===== src/rtl/uart_rx_sniffer.sv =====
// ----------------------------------------------------------------------------
// uart_rx_sniffer
//
// Host-side UART receiver. Deserialises frames from the peripheral tx line,
// LSB first, and buffers the bytes in a small first-word-fall-through FIFO
// that is drained through a valid/ready byte stream.
//
// Build option:
//   UART_RX_PARITY_EN  undefined: 8N1 frames.
//                      defined:   8E1 frames; a parity mismatch discards the
//                                 byte and pulses frame_err_o.
//
// Parameters:
//   CLK_DIV     clk_i cycles per UART bit (even, >= 4)
//   FIFO_DEPTH  byte FIFO entries (power of two, >= 2)
//
// Ports:
//   clk_i         sole clock
//   rst_i         synchronous, active-high reset
//   rx_i          serial line, idle high, asynchronous to clk_i
//   byte_o        FIFO head byte (0 after reset)
//   byte_valid_o  FIFO not empty
//   byte_ready_i  consumer takes byte_o this cycle
//   count_o       FIFO occupancy
//   frame_err_o   one-cycle pulse on a bad stop bit (or bad parity)
//   overflow_o    sticky: a byte was dropped because the FIFO was full
// ----------------------------------------------------------------------------
module uart_rx_sniffer #(
    parameter int unsigned CLK_DIV    = 16,
    parameter int unsigned FIFO_DEPTH = 4
) (
    input  logic                             clk_i,
    input  logic                             rst_i,
    input  logic                             rx_i,
    output logic [7:0]                       byte_o,
    output logic                             byte_valid_o,
    input  logic                             byte_ready_i,
    output logic [$clog2(FIFO_DEPTH+1)-1:0]  count_o,
    output logic                             frame_err_o,
    output logic                             overflow_o
);

    localparam int unsigned DIV_W = $clog2(CLK_DIV);
    localparam int unsigned AW    = $clog2(FIFO_DEPTH);
    localparam int unsigned CW    = $clog2(FIFO_DEPTH + 1);

    // Terminal divider values: a full bit, and half a bit to reach mid start bit.
    localparam logic [DIV_W-1:0] DIV_FULL = DIV_W'(CLK_DIV - 1);
    localparam logic [DIV_W-1:0] DIV_HALF = DIV_W'(CLK_DIV / 2 - 1);

`ifdef UART_RX_PARITY_EN
    typedef enum logic [2:0] {
        StIdle, StStart, StData, StParity, StStop, StBreak
    } state_e;
`else
    typedef enum logic [2:0] {
        StIdle, StStart, StData, StStop, StBreak
    } state_e;
`endif

    // ------------------------------------------------------------------------
    // Input synchroniser and falling-edge detect
    // ------------------------------------------------------------------------
    logic r_sync1;
    logic r_sync2;
    logic r_rx_prev;
    logic w_rx_s;
    logic w_fall;

    always_ff @(posedge clk_i) begin
        if (rst_i) begin
            r_sync1   <= 1'b1;
            r_sync2   <= 1'b1;
            r_rx_prev <= 1'b1;
        end else begin
            r_sync1   <= rx_i;
            r_sync2   <= r_sync1;
            r_rx_prev <= r_sync2;
        end
    end

    assign w_rx_s = r_sync2;
    assign w_fall = r_rx_prev & ~r_sync2;

    // ------------------------------------------------------------------------
    // Receive FSM
    // ------------------------------------------------------------------------
    state_e           r_state;
    logic [DIV_W-1:0] r_div;
    logic [2:0]       r_idx;
    logic [7:0]       r_shift;
    logic             r_frame_err;
    logic             w_div_exp;
    logic             w_parity_ok;
    logic             w_push;

    assign w_div_exp = (r_state == StStart) ? (r_div == DIV_HALF) : (r_div == DIV_FULL);

`ifdef UART_RX_PARITY_EN
    logic r_par;
    // Even parity: data bits plus parity bit hold an even number of ones.
    assign w_parity_ok = (r_par == ^r_shift);
`else
    assign w_parity_ok = 1'b1;
`endif

    // A byte is pushed in the cycle the stop bit is sampled high.
    assign w_push = (r_state == StStop) & w_div_exp & w_rx_s & w_parity_ok;

    always_ff @(posedge clk_i) begin
        if (rst_i) begin
            r_state     <= StIdle;
            r_div       <= '0;
            r_idx       <= '0;
            r_shift     <= '0;
            r_frame_err <= 1'b0;
`ifdef UART_RX_PARITY_EN
            r_par       <= 1'b0;
`endif
        end else begin
            r_frame_err <= 1'b0;
            case (r_state)
                StIdle: begin
                    if (w_fall) begin
                        r_state <= StStart;
                        r_div   <= '0;
                    end
                end
                StStart: begin
                    if (w_div_exp) begin
                        r_div <= '0;
                        if (!w_rx_s) begin
                            r_state <= StData;
                            r_idx   <= '0;
                        end else begin
                            // Start bit gone by mid-bit: treat as a glitch.
                            r_state <= StIdle;
                        end
                    end else begin
                        r_div <= r_div + DIV_W'(1);
                    end
                end
                StData: begin
                    if (w_div_exp) begin
                        r_div          <= '0;
                        r_shift[r_idx] <= w_rx_s;
                        if (r_idx == 3'd7) begin
`ifdef UART_RX_PARITY_EN
                            r_state <= StParity;
`else
                            r_state <= StStop;
`endif
                        end else begin
                            r_idx <= r_idx + 3'd1;
                        end
                    end else begin
                        r_div <= r_div + DIV_W'(1);
                    end
                end
`ifdef UART_RX_PARITY_EN
                StParity: begin
                    if (w_div_exp) begin
                        r_div   <= '0;
                        r_par   <= w_rx_s;
                        r_state <= StStop;
                    end else begin
                        r_div <= r_div + DIV_W'(1);
                    end
                end
`endif
                StStop: begin
                    if (w_div_exp) begin
                        r_div <= '0;
                        if (!w_rx_s) begin
                            // Low stop bit: report once, then wait out a held-low line.
                            r_frame_err <= 1'b1;
                            r_state     <= StBreak;
                        end else begin
                            r_frame_err <= ~w_parity_ok;
                            r_state     <= StIdle;
                        end
                    end else begin
                        r_div <= r_div + DIV_W'(1);
                    end
                end
                StBreak: begin
                    if (w_rx_s) begin
                        r_state <= StIdle;
                    end
                end
                default: begin
                    r_state <= StIdle;
                end
            endcase
        end
    end

    assign frame_err_o = r_frame_err;

    // ------------------------------------------------------------------------
    // Byte FIFO (first-word fall-through)
    // ------------------------------------------------------------------------
    logic [7:0]    r_mem [FIFO_DEPTH];
    logic [AW-1:0] r_wptr;
    logic [AW-1:0] r_rptr;
    logic [CW-1:0] r_count;
    logic          r_overflow;
    logic          w_pop;
    logic          w_full;
    logic          w_wr;

    assign w_pop  = byte_valid_o & byte_ready_i;
    assign w_full = (r_count == CW'(FIFO_DEPTH));
    // A full FIFO still accepts a push when the head is popped in the same cycle.
    assign w_wr   = w_push & (~w_full | w_pop);

    always_ff @(posedge clk_i) begin
        if (rst_i) begin
            for (int i = 0; i < FIFO_DEPTH; i++) begin
                r_mem[i] <= 8'h00;
            end
            r_wptr     <= '0;
            r_rptr     <= '0;
            r_count    <= '0;
            r_overflow <= 1'b0;
        end else begin
            if (w_wr) begin
                r_mem[r_wptr] <= r_shift;
                r_wptr        <= r_wptr + AW'(1);
            end
            if (w_pop) begin
                r_rptr <= r_rptr + AW'(1);
            end
            if (w_push & w_full & ~w_pop) begin
                r_overflow <= 1'b1;
            end
            case ({w_wr, w_pop})
                2'b10:   r_count <= r_count + CW'(1);
                2'b01:   r_count <= r_count - CW'(1);
                default: r_count <= r_count;
            endcase
        end
    end

    assign byte_o       = r_mem[r_rptr];
    assign byte_valid_o = (r_count != '0);
    assign count_o      = r_count;
    assign overflow_o   = r_overflow;

endmodule


===== config.mk =====
export PLATFORM = sky130hd
export DESIGN_NAME = uart_rx_sniffer
export DESIGN_NICKNAME = d
export VERILOG_FILES = /design/src/rtl/uart_rx_sniffer.sv
export SDC_FILE = /design/constraint.sdc
export NUM_CORES = 1
export LEC_CHECK = 0
export ABC_AREA = 1
export BUFFER_PORTS_ARGS = -buffer_cell sky130_fd_sc_hd__buf_4
export CORE_AREA = 2 2 92 86
export DETAILED_ROUTE_END_ITERATION = 7
export DIE_AREA = 0 0 94 88
export GPL_TIMING_DRIVEN = 0
export PLACE_DENSITY = 0.54
export SLEW_MARGIN = 20
export SYNTH_ARGS = -nofsm -noshare
export SYNTH_HDL_FRONTEND = slang
export SYNTH_SLANG_ARGS = --single-unit

===== constraint.sdc =====
create_clock -name clk_i -period 4.85 [get_ports clk_i]
set_input_delay 0.485 -clock clk_i [delete_from_list [all_inputs] [get_ports clk_i]]
set_output_delay 0.485 -clock clk_i [all_outputs]
set_load 0.05 [all_outputs]

; Word-level counts from Yosys, hierarchy flattened
; Memory sizes are Yosys's and may differ from the RTL's. A register that Yosys moved wholly into a read port is not among the register bits.
; Index checks and enable logic that the tools add are counted.
[totals]
ramBits = 32
reg_bits = 30
output_inout_bits = 14
inputBits = 4
memories = 1
[mem_list]
columns = memory, words, word_bits, rd, rd_ports_with_merged_regs, wr, line_no
row1 = r_mem, 4, 8, 1, 1, 4, 203  ; logic [7:0] r_mem [FIFO_DEPTH];
[classes]
add_sub_neg = 6
bitwise_logic = 13
n_reduce_logical = 13
mux = 33
magnitude_cmp = 2
eq_ne = 18
[ops]
columns = op, count
row1 = $mux 3, 11
row2 = $ne 2x2->1 const B, 8
row3 = $pmux 3 s5, 1
row4 = $pmux 3 s2, 2
row5 = $eq 3x3->1 const B, 3
row6 = $mux 1, 9
row7 = $bwmux 8, 1
row8 = $mux 2, 4
row9 = $mux 4, 2
row10 = $mux 8, 1
row11 = $pmux 4 s2, 1
row12 = $reduce_or 8->1, 1
row13 = $and 1x1->1, 7
row14 = $add 3x1->3 const B, 2
row15 = $eq 3x2->1 const B, 2
row16 = $reduce_and 6->1, 1
row17 = $reduce_bool 2->1, 3
row18 = $reduce_or 3->1, 2
row19 = $not 1->1, 5
row20 = $reduce_and 5->1, 1
row21 = $add 2x1->2 const B, 2
row22 = $add 4x1->4 const B, 1
row23 = $eq 4x3->1 const B, 1
row24 = $eq 4x4->1 const B, 1
row25 = other kinds (12), 13

; Logic depth before layout (Yosys ltp)
; Gate-level depths: netlist of run 1.
[logic_depth]
word_depth = 10
mapped_depth = 13

; Worst setup path before layout of run 1
; No wires, ideal clock.
[synth_path]
kind = flip-flop to flip-flop
startpoint = register r_count[0] (netlist: count_o[0])
endpoint = memory r_mem[3][0] (enable)
setup_ns = 0.384
synth_period_minus_slack_ns = 2.463
arrival_ns = 2.079
t_required_ns = 4.466
stages_incl_launch_ff = 7
setup_slack_ns = 2.387
cell_sequence = dfxtp_1 > nor2_1 > nand3_1 > inv_1 > nor3_4 > nand2_1 > o21ai_0
[synth_lines]
columns = element, line_no
row1 = "start, declared", 206  ; logic [CW-1:0] r_count;
row2 = "start signal, assigned", 238  ; 2'b10: r_count <= r_count + CW'(1);
row3 = "start signal, assigned", 239  ; 2'b01: r_count <= r_count - CW'(1);
row4 = "start signal, assigned", 240  ; default: r_count <= r_count;
row5 = "end, declared", 203

==> out/metrics.cfg, run 1 <==
[clock_network]
clock_latency_ns = 0.34
cts_sinks = 64
cts_buffers = 9
clock_path_buffers = 2
post_cts_buffers = 0
cts.htree.levels = 3
cts_tree = yes
cts-resized-gates = 0
cts-root-buf = clkbuf_8
cts_hold_buf = 0
path_clk_slew_ns = 0.07

[logic_synthesis]
ys_seq_area_frac = 0.5479
synth_top_area_share = 0.3288
syn_area_per_cell_um2 = 8.571
synth_area_um2 = 2923
synth_top_family_by_area = simple AND/OR/NAND/NOR gates
muxShareOfSynthArea = 0
synth_xor_xnor_area_share = 0.005993
synth.area.top_cells = edfxtp_1 (33%), dfxtp_1 (22%), nor2_1 (11%)
yosysWarnings = 0
yosysTopAreaCell = edfxtp_1
syn_nets = 350
synth_cells = 341
synth_cell_type_count = 26
synth_compound_area_frac = 0.09889
yosys.area_share.adder = 0.02397
synthSimpleGateAreaFrac = 0.2641
ys_seq_elements = 64

[sta]
whs_ns = 0.3324
final.setup_skew_ns = 0.01030
drv_slew = 0
setup_viol = 0
fin_crit_ns = 2.455
setup_tns_ns = 0
fmax_mhz = 407.3
worst_slew_pin_slew_ns = 0.8595
rsz0062_at_grt = false
finalHoldViolCount = 0
fin_crit_sh = 0.5063
max_slew_margin = 0.4232

[power]
ir_drop_mv = 0.2625
p_clk_frac = 0.357
p_switching_w = 0.0004187
power.density_nw_per_um2 = 407.8
p_int_w = 0.0009611
p_seq_frac = 0.449
p_total_w = 0.001380
comb_power_share = 0.193
switching_share = 0.3034
p_leak_nw = 1.264

[global_route]
grt_remaining_overflow = 0
antenna_found_initial = 0
grt_first_pass_wirelength_um = 10340
grt_pass1_vias = 2118
globalRoute.busiestLayer = met2
grt_usage = 0.1640
met3_usage = 0.03614
grt_max_degree = 12
use_met1 = 0.2173
met2_usage = 0.2578

[place]
hpwlAfterDp_um = 4178
portBuffers = 17
post_dp_cell_area_um2 = 3171
place_congestion = 0.7670
place_inst = 454

[drt]
routed_wl_um = 6033
dr.pass1.iters = 4
dr_total_vias = 2234
drt_iter0_drc = 131
ant_nets = 0
wire_per_inst_um = 12.84
viasPerCell = 4.753
drc = 0

[finish]
layout-drive-gt1-share = 0.1203
n_fill_cell = 719
syn2layout_area_growth_pct = 15.75
final_cells = 470
diodes = 0
fin_area_um2 = 3383
final_nets = 378

[die]
start_util = 0.3993
die_y_um = 88
row_count = 30
fp.dieW_um = 94
die-area_um2 = 8272
floorplan.core_area_um2 = 7320
pin_count = 18

[worst_setup_path]
endpoint = r_mem[3][6]$_DFFE_PP_
worstSetupPathType = reg2reg
crit_required_ns = 4.81
cp-end-kind = flip-flop
start_kind = flip-flop
reg2reg_depth = 7
reg2reg_from = r_div[0]$_SDFFE_PP0P_
crit_path_start = r_div[0]$_SDFFE_PP0P_
r2r-end = r_mem[3][6]$_DFFE_PP_
worstPathArrival_ns = 2.42
reg2reg_slack_ns = 2.39
cp_max_fo = 8

[status]
status = complete, no violations

[job]
max-cap-violations = 0

[min_path]
hp-class = in2reg

## metal layers
metal	wire length [µm]	up-vias	part of all wire
li1	-	1190	-
met3	215	14	0.036
met4	124	0	0.021
met1	3000	993	0.50
met5	0	-	0
met2	2694	37	0.45
## sequential cells by signal, summed over array words and instances (netlist names), named ones only
| register | count |
|---|---|
| frame_err_o | 1 |
| r_sync2 | 1 |
| count_o | 3 |
| r_rx_prev | 1 |
| r_mem | 32 |
| overflow_o | 1 |
| r_div | 4 |
| r_idx | 3 |
| r_rptr | 2 |
| r_sync1 | 1 |
| r_wptr | 2 |
| r_state | 3 |
| r_shift | 8 |
## Yosys cell counts (all sizes together)
master  instances
nor4            1
xor2            2
fa              1
edfxtp         32
or2             2
a21oi          20
inv            39
nand3          11
nor2           87
clkbuf          5
dfxtp          32
nand4          13
ha              4
buf             1
o21ai          27
nor3            2
o22ai           8
nand2          54
## layout by cell type, fill, tap and decap left out, types with 2 or more instances in the layout
master	instances
clkbuf_8	9
or2_2	2
ha_1	4
o21ai_0	25
nand2_1	53
nand3_1	11
bufinv_16	2
nand4_4	3
edfxtp_1	32
a21oi_1	20
o22ai_1	8
nor2_1	84
clkbuf_1	7
dfxtp_1	32
nand4_1	9
xor2_1	2
inv_1	38
buf_4	18
nor2_2	2
## per-stage QoR
| step | worst slack (ns) | util |
|---|---|---|
| after floorplan | 2.387 | - |
| after global placement | 2.059 | 0.4332 |
| after detailed placement | 2.307 | 0.4332 |
| after CTS | 2.296 | 0.4622 |
| after global routing | 2.156 | 0.4622 |
| final | 2.395 | 0.4622 |
## how the worst min path moves through the flow
stage                  startpoint                 end  slack, ns  cells after the start
3_3_place_gp   r_sync1$_SDFF_PP1_  r_sync2$_SDFF_PP1_       0.41                      1
6_report                     rx_i  r_sync1$_SDFF_PP1_       0.33                      2
2_1_floorplan  r_sync1$_SDFF_PP1_  r_sync2$_SDFF_PP1_       0.39                      1
5_1_grt                      rx_i  r_sync1$_SDFF_PP1_       0.32                      2
3_5_place_dp   r_sync1$_SDFF_PP1_  r_sync2$_SDFF_PP1_       0.41                      1
4_1_cts                      rx_i  r_sync1$_SDFF_PP1_       0.32                      2
## cell type report
type,instances,area (µm²),area share
clock inverters,5,81.33,0.02404
multi-input cells,232,1149,0.3395
repair buffers,17,127.6,0.03772
plain buffers,6,26.28,0.007766
clock buffers,11,131.4,0.03883
well taps,96,120.1,0.03550
flip-flops and latches,64,1602,0.4734
inverters,39,146.4,0.04327
## cell families (layout without fill, tap and decap cells)
family / after synthesis / count (layout)
buffers and inverters: 45 / 78
adder cells (fa/ha/maj): 5 / 5
flip-flops: 64 / 64
AO/OA/AOI/OAI: 55 / 55
AND/OR/NAND/NOR: 170 / 170
XOR/XNOR: 2 / 2
## worst max-delay path: stages (launching register included)
cell and delay, ns:
dfxtp_1 0.36, ha_1 0.17, nand2_1 0.10, inv_1 0.12, nand4_2 0.16, nor3_4 0.39
nand2_1 0.09, o21ai_1 0.69
## power groups by stage
stage	Clock [W]	Combinational, W	Sequential (W)
floorplan	0	0.000191	0.000636
global placement	0	0.000265	0.000631
detailed placement	0	0.000265	0.000632
CTS	0.000508	0.000267	0.000619
global route	0.000532	0.000300	0.000624
finish	0.000493	0.000267	0.000620
No activity file was read; power rests on OpenSTA's default activity.
==> inputs of run 2 (changes only) <==
PLACE_DENSITY = 0.56   (was 0.54)
clock period = 2.1 ns   (was 4.85 ns; I/O delays follow)
==> run 2 against run 1 <==
Net effect:
- maximum frequency up 24%
- count of clock-buffer cells in the layout fell by 1
- register-to-register slack got worse by 2.3 ns
- worst hold slack worse by 0.28 ns
- cell area is 3.7% higher
==> out/metrics.cfg, run 2 (same netlist as run 1, synthesis figures left out) <==
[power]
comb_power_share = 0.205  ; was 0.193
p_clk_frac = 0.327  ; was 0.357
switching_share = 0.3135  ; was 0.3034
power.density_nw_per_um2 = 879.4  ; was 407.8 nW/µm²
p_leak_nw = 1.308  ; was 1.264 nW
p_switching_w = 0.0009672  ; was 0.0004187 W
p_seq_frac = 0.467  ; was 0.449
p_int_w = 0.002118  ; was 0.0009611 W
ir_drop_mv = 0.3616  ; was 0.2625 mV

[worst_setup_path]
worstPathArrival_ns = 2.20  ; was 2.42 ns
cp_max_fo = 3  ; was 8
cp-end-kind = flip-flop  ; unchanged
start_kind = flip-flop  ; unchanged
worstSetupPathType = reg2reg  ; unchanged
reg2reg_from = r_div[1]$_SDFFE_PP0P_  ; was r_div[0]$_SDFFE_PP0P_
reg2reg_slack_ns = 0.12  ; was 2.39 ns
reg2reg_depth = 14  ; was 7
r2r-end = r_wptr[0]$_SDFFE_PP0P_  ; was r_mem[3][6]$_DFFE_PP_
crit_required_ns = 2.32  ; was 4.81 ns

[drt]
dr_total_vias = 2309  ; was 2234
wire_per_inst_um = 12.40  ; was 12.84 µm
drt_iter0_drc = 75  ; was 131
routed_wl_um = 5952  ; was 6033 µm
dr.pass1.iters = 4  ; unchanged
viasPerCell = 4.810  ; was 4.753
ant_nets = 0  ; unchanged
drc = 0  ; unchanged

[die]
floorplan.core_area_um2 = 7320  ; unchanged
die_y_um = 88  ; unchanged
pin_count = 18  ; unchanged
start_util = 0.3993  ; unchanged
fp.dieW_um = 94  ; unchanged
row_count = 30  ; unchanged
die-area_um2 = 8272  ; unchanged

[sta]
max_slew_margin = 0.5752  ; was 0.4232
final.setup_skew_ns = 0.01046  ; was 0.01030 ns
rsz0062_at_grt = false  ; unchanged
fin_crit_ns = 1.984  ; was 2.455 ns
finalHoldViolCount = 0  ; unchanged
drv_slew = 0  ; unchanged
fmax_mhz = 504.0  ; was 407.3 MHz
setup_tns_ns = 0  ; unchanged
setup_viol = 0  ; unchanged
whs_ns = 0.05355  ; was 0.3324 ns
fin_crit_sh = 0.9448  ; was 0.5063
worst_slew_pin_slew_ns = 0.6372  ; was 0.8595 ns

[clock_network]
clock_path_buffers = 2  ; unchanged
cts-root-buf = clkbuf_8  ; unchanged
cts_sinks = 64  ; unchanged
cts_tree = yes  ; unchanged
cts_hold_buf = 0  ; unchanged
cts_buffers = 9  ; unchanged
path_clk_slew_ns = 0.07  ; about the same
clock_latency_ns = 0.33  ; was 0.34 ns
cts.htree.levels = 3  ; unchanged

[finish]
layout-drive-gt1-share = 0.1823  ; was 0.1203
reg_top3 = r_mem x32, r_shift x8, r_div x4  ; unchanged
largest_register_ffs = 32  ; unchanged
final_nets = 388  ; was 378
final_common_cell = nor2_1  ; unchanged
n_fill_cell = 731  ; was 719
syn2layout_area_growth_pct = 20.03  ; was 15.75%
top_register = r_mem  ; unchanged
final_cell_mix = nor2_1 (83), nand2_1 (49), inv_1 (37)  ; was nor2_1 (84), nand2_1 (53), inv_1 (38)
diodes = 0  ; unchanged

[place]
place_congestion = 0.7987  ; was 0.7670
portBuffers = 17  ; unchanged
hpwlAfterDp_um = 4164  ; was 4178 µm

[global_route]
antenna_found_initial = 0  ; unchanged
grt_first_pass_wirelength_um = 9860  ; was 10340 µm
grt_pass1_vias = 2074  ; was 2118
grt_remaining_overflow = 0  ; unchanged
grt_max_degree = 12  ; unchanged
grt_usage = 0.1564  ; was 0.1640

[status]
status = complete, no violations  ; unchanged

[min_path]
hp-class = in2reg  ; unchanged
hold_depth = 2  ; unchanged
hold_end = r_sync1$_SDFF_PP1_  ; unchanged
hp-start = rx_i  ; unchanged

[job]
max-cap-violations = 0  ; unchanged

[run 2: cell count changes in the layout (fill, tap and decap cells not counted), moves of 2 or more]
cell      previous run  this run
nand2_1             53        49
buf_4               18        28
dfxtp_2              0         5
dfxtp_1             32        27
o21ai_0             25        23
nand2_2              1         5
clkbuf_1             7         5
[run 2: per-stage QoR]
stage	cell area [µm²]	util	setup WS (ns)	std cells	power, W
final	3508	0.4793	0.1158	480	0.003085
after detailed placement	3178	0.4342	-0.2007	454	0.002065
after floorplan	2930	-	0.07103	341	0.001912
after global placement	3178	0.4342	-0.1525	454	0.002061
after CTS	3465	0.4733	0.01508	478	0.003081
after global routing	3508	0.4793	0.005878	480	0.003245
[run 2: power groups by stage]
| stage | clock [W] | sequential [W] | combinational, W |
|---|---|---|---|
| 2_1_floorplan | 0 | 0.00147 | 0.000441 |
| 3_3_place_gp | 0 | 0.00146 | 0.000604 |
| 3_5_place_dp | 0 | 0.00146 | 0.000607 |
| 4_1_cts | 0.00104 | 0.00143 | 0.000613 |
| 5_1_grt | 0.00110 | 0.00145 | 0.000699 |
| 6_report | 0.00101 | 0.00144 | 0.000633 |
[run 2: area by class of cell]
cell class,count,area (µm²),share of cell area
multi-input combinational,232,1201,0.3424
buffer,5,22.52,0.006419
clock buffer,10,127.6,0.03638
timing repair buffer,28,222.7,0.06348
tap,96,120.1,0.03424
inverter,39,146.4,0.04173
sequential,64,1608,0.4583
clock inverter,6,60.06,0.01712
[run 2: worst max-delay path by stage]
| stage | from | endpoint | cells after the start |
|---|---|---|---|
| after floorplan | r_div[0]$_SDFFE_PP0P_ | count_o[2]$_SDFFE_PP0P_ | 13 |
| after global placement | r_div[0]$_SDFFE_PP0P_ | r_mem[1][3]$_SDFFCE_PN0P_ | 7 |
| after detailed placement | r_div[1]$_SDFFE_PP0P_ | r_mem[1][3]$_SDFFCE_PN0P_ | 7 |
| after CTS | r_div[0]$_SDFFE_PP0P_ | count_o[2]$_SDFFE_PP0P_ | 13 |
| after global routing | r_div[1]$_SDFFE_PP0P_ | count_o[2]$_SDFFE_PP0P_ | 13 |
| final | r_div[1]$_SDFFE_PP0P_ | r_wptr[0]$_SDFFE_PP0P_ | 14 |
[run 2: layer usage]
layer  GRT usage  part of all wire
met1      0.2039              0.47
met2      0.2552              0.48
met3     0.03356             0.044
met4     0.06324            0.0037
met5           0                 0
[run 2: timing repair]
action                     in CTS  in global routing
setup endpoints to repair      34                  8
setup buffers                   8                  3
pin swaps                       2                  3
gates resized for setup         8                  8
[run 2: critical path: stages, from the launching register on]
cell and delay [ns]:
dfxtp_2 0.36, ha_4 0.13, nand2_2 0.06, inv_2 0.08, nand4_4 0.13, nor2_4 0.14, nand2_1 0.09, buf_4 0.14
buf_4 0.12, buf_4 0.12, buf_4 0.12, buf_4 0.12, buf_4 0.13, nand3_1 0.07, o21ai_2 0.06
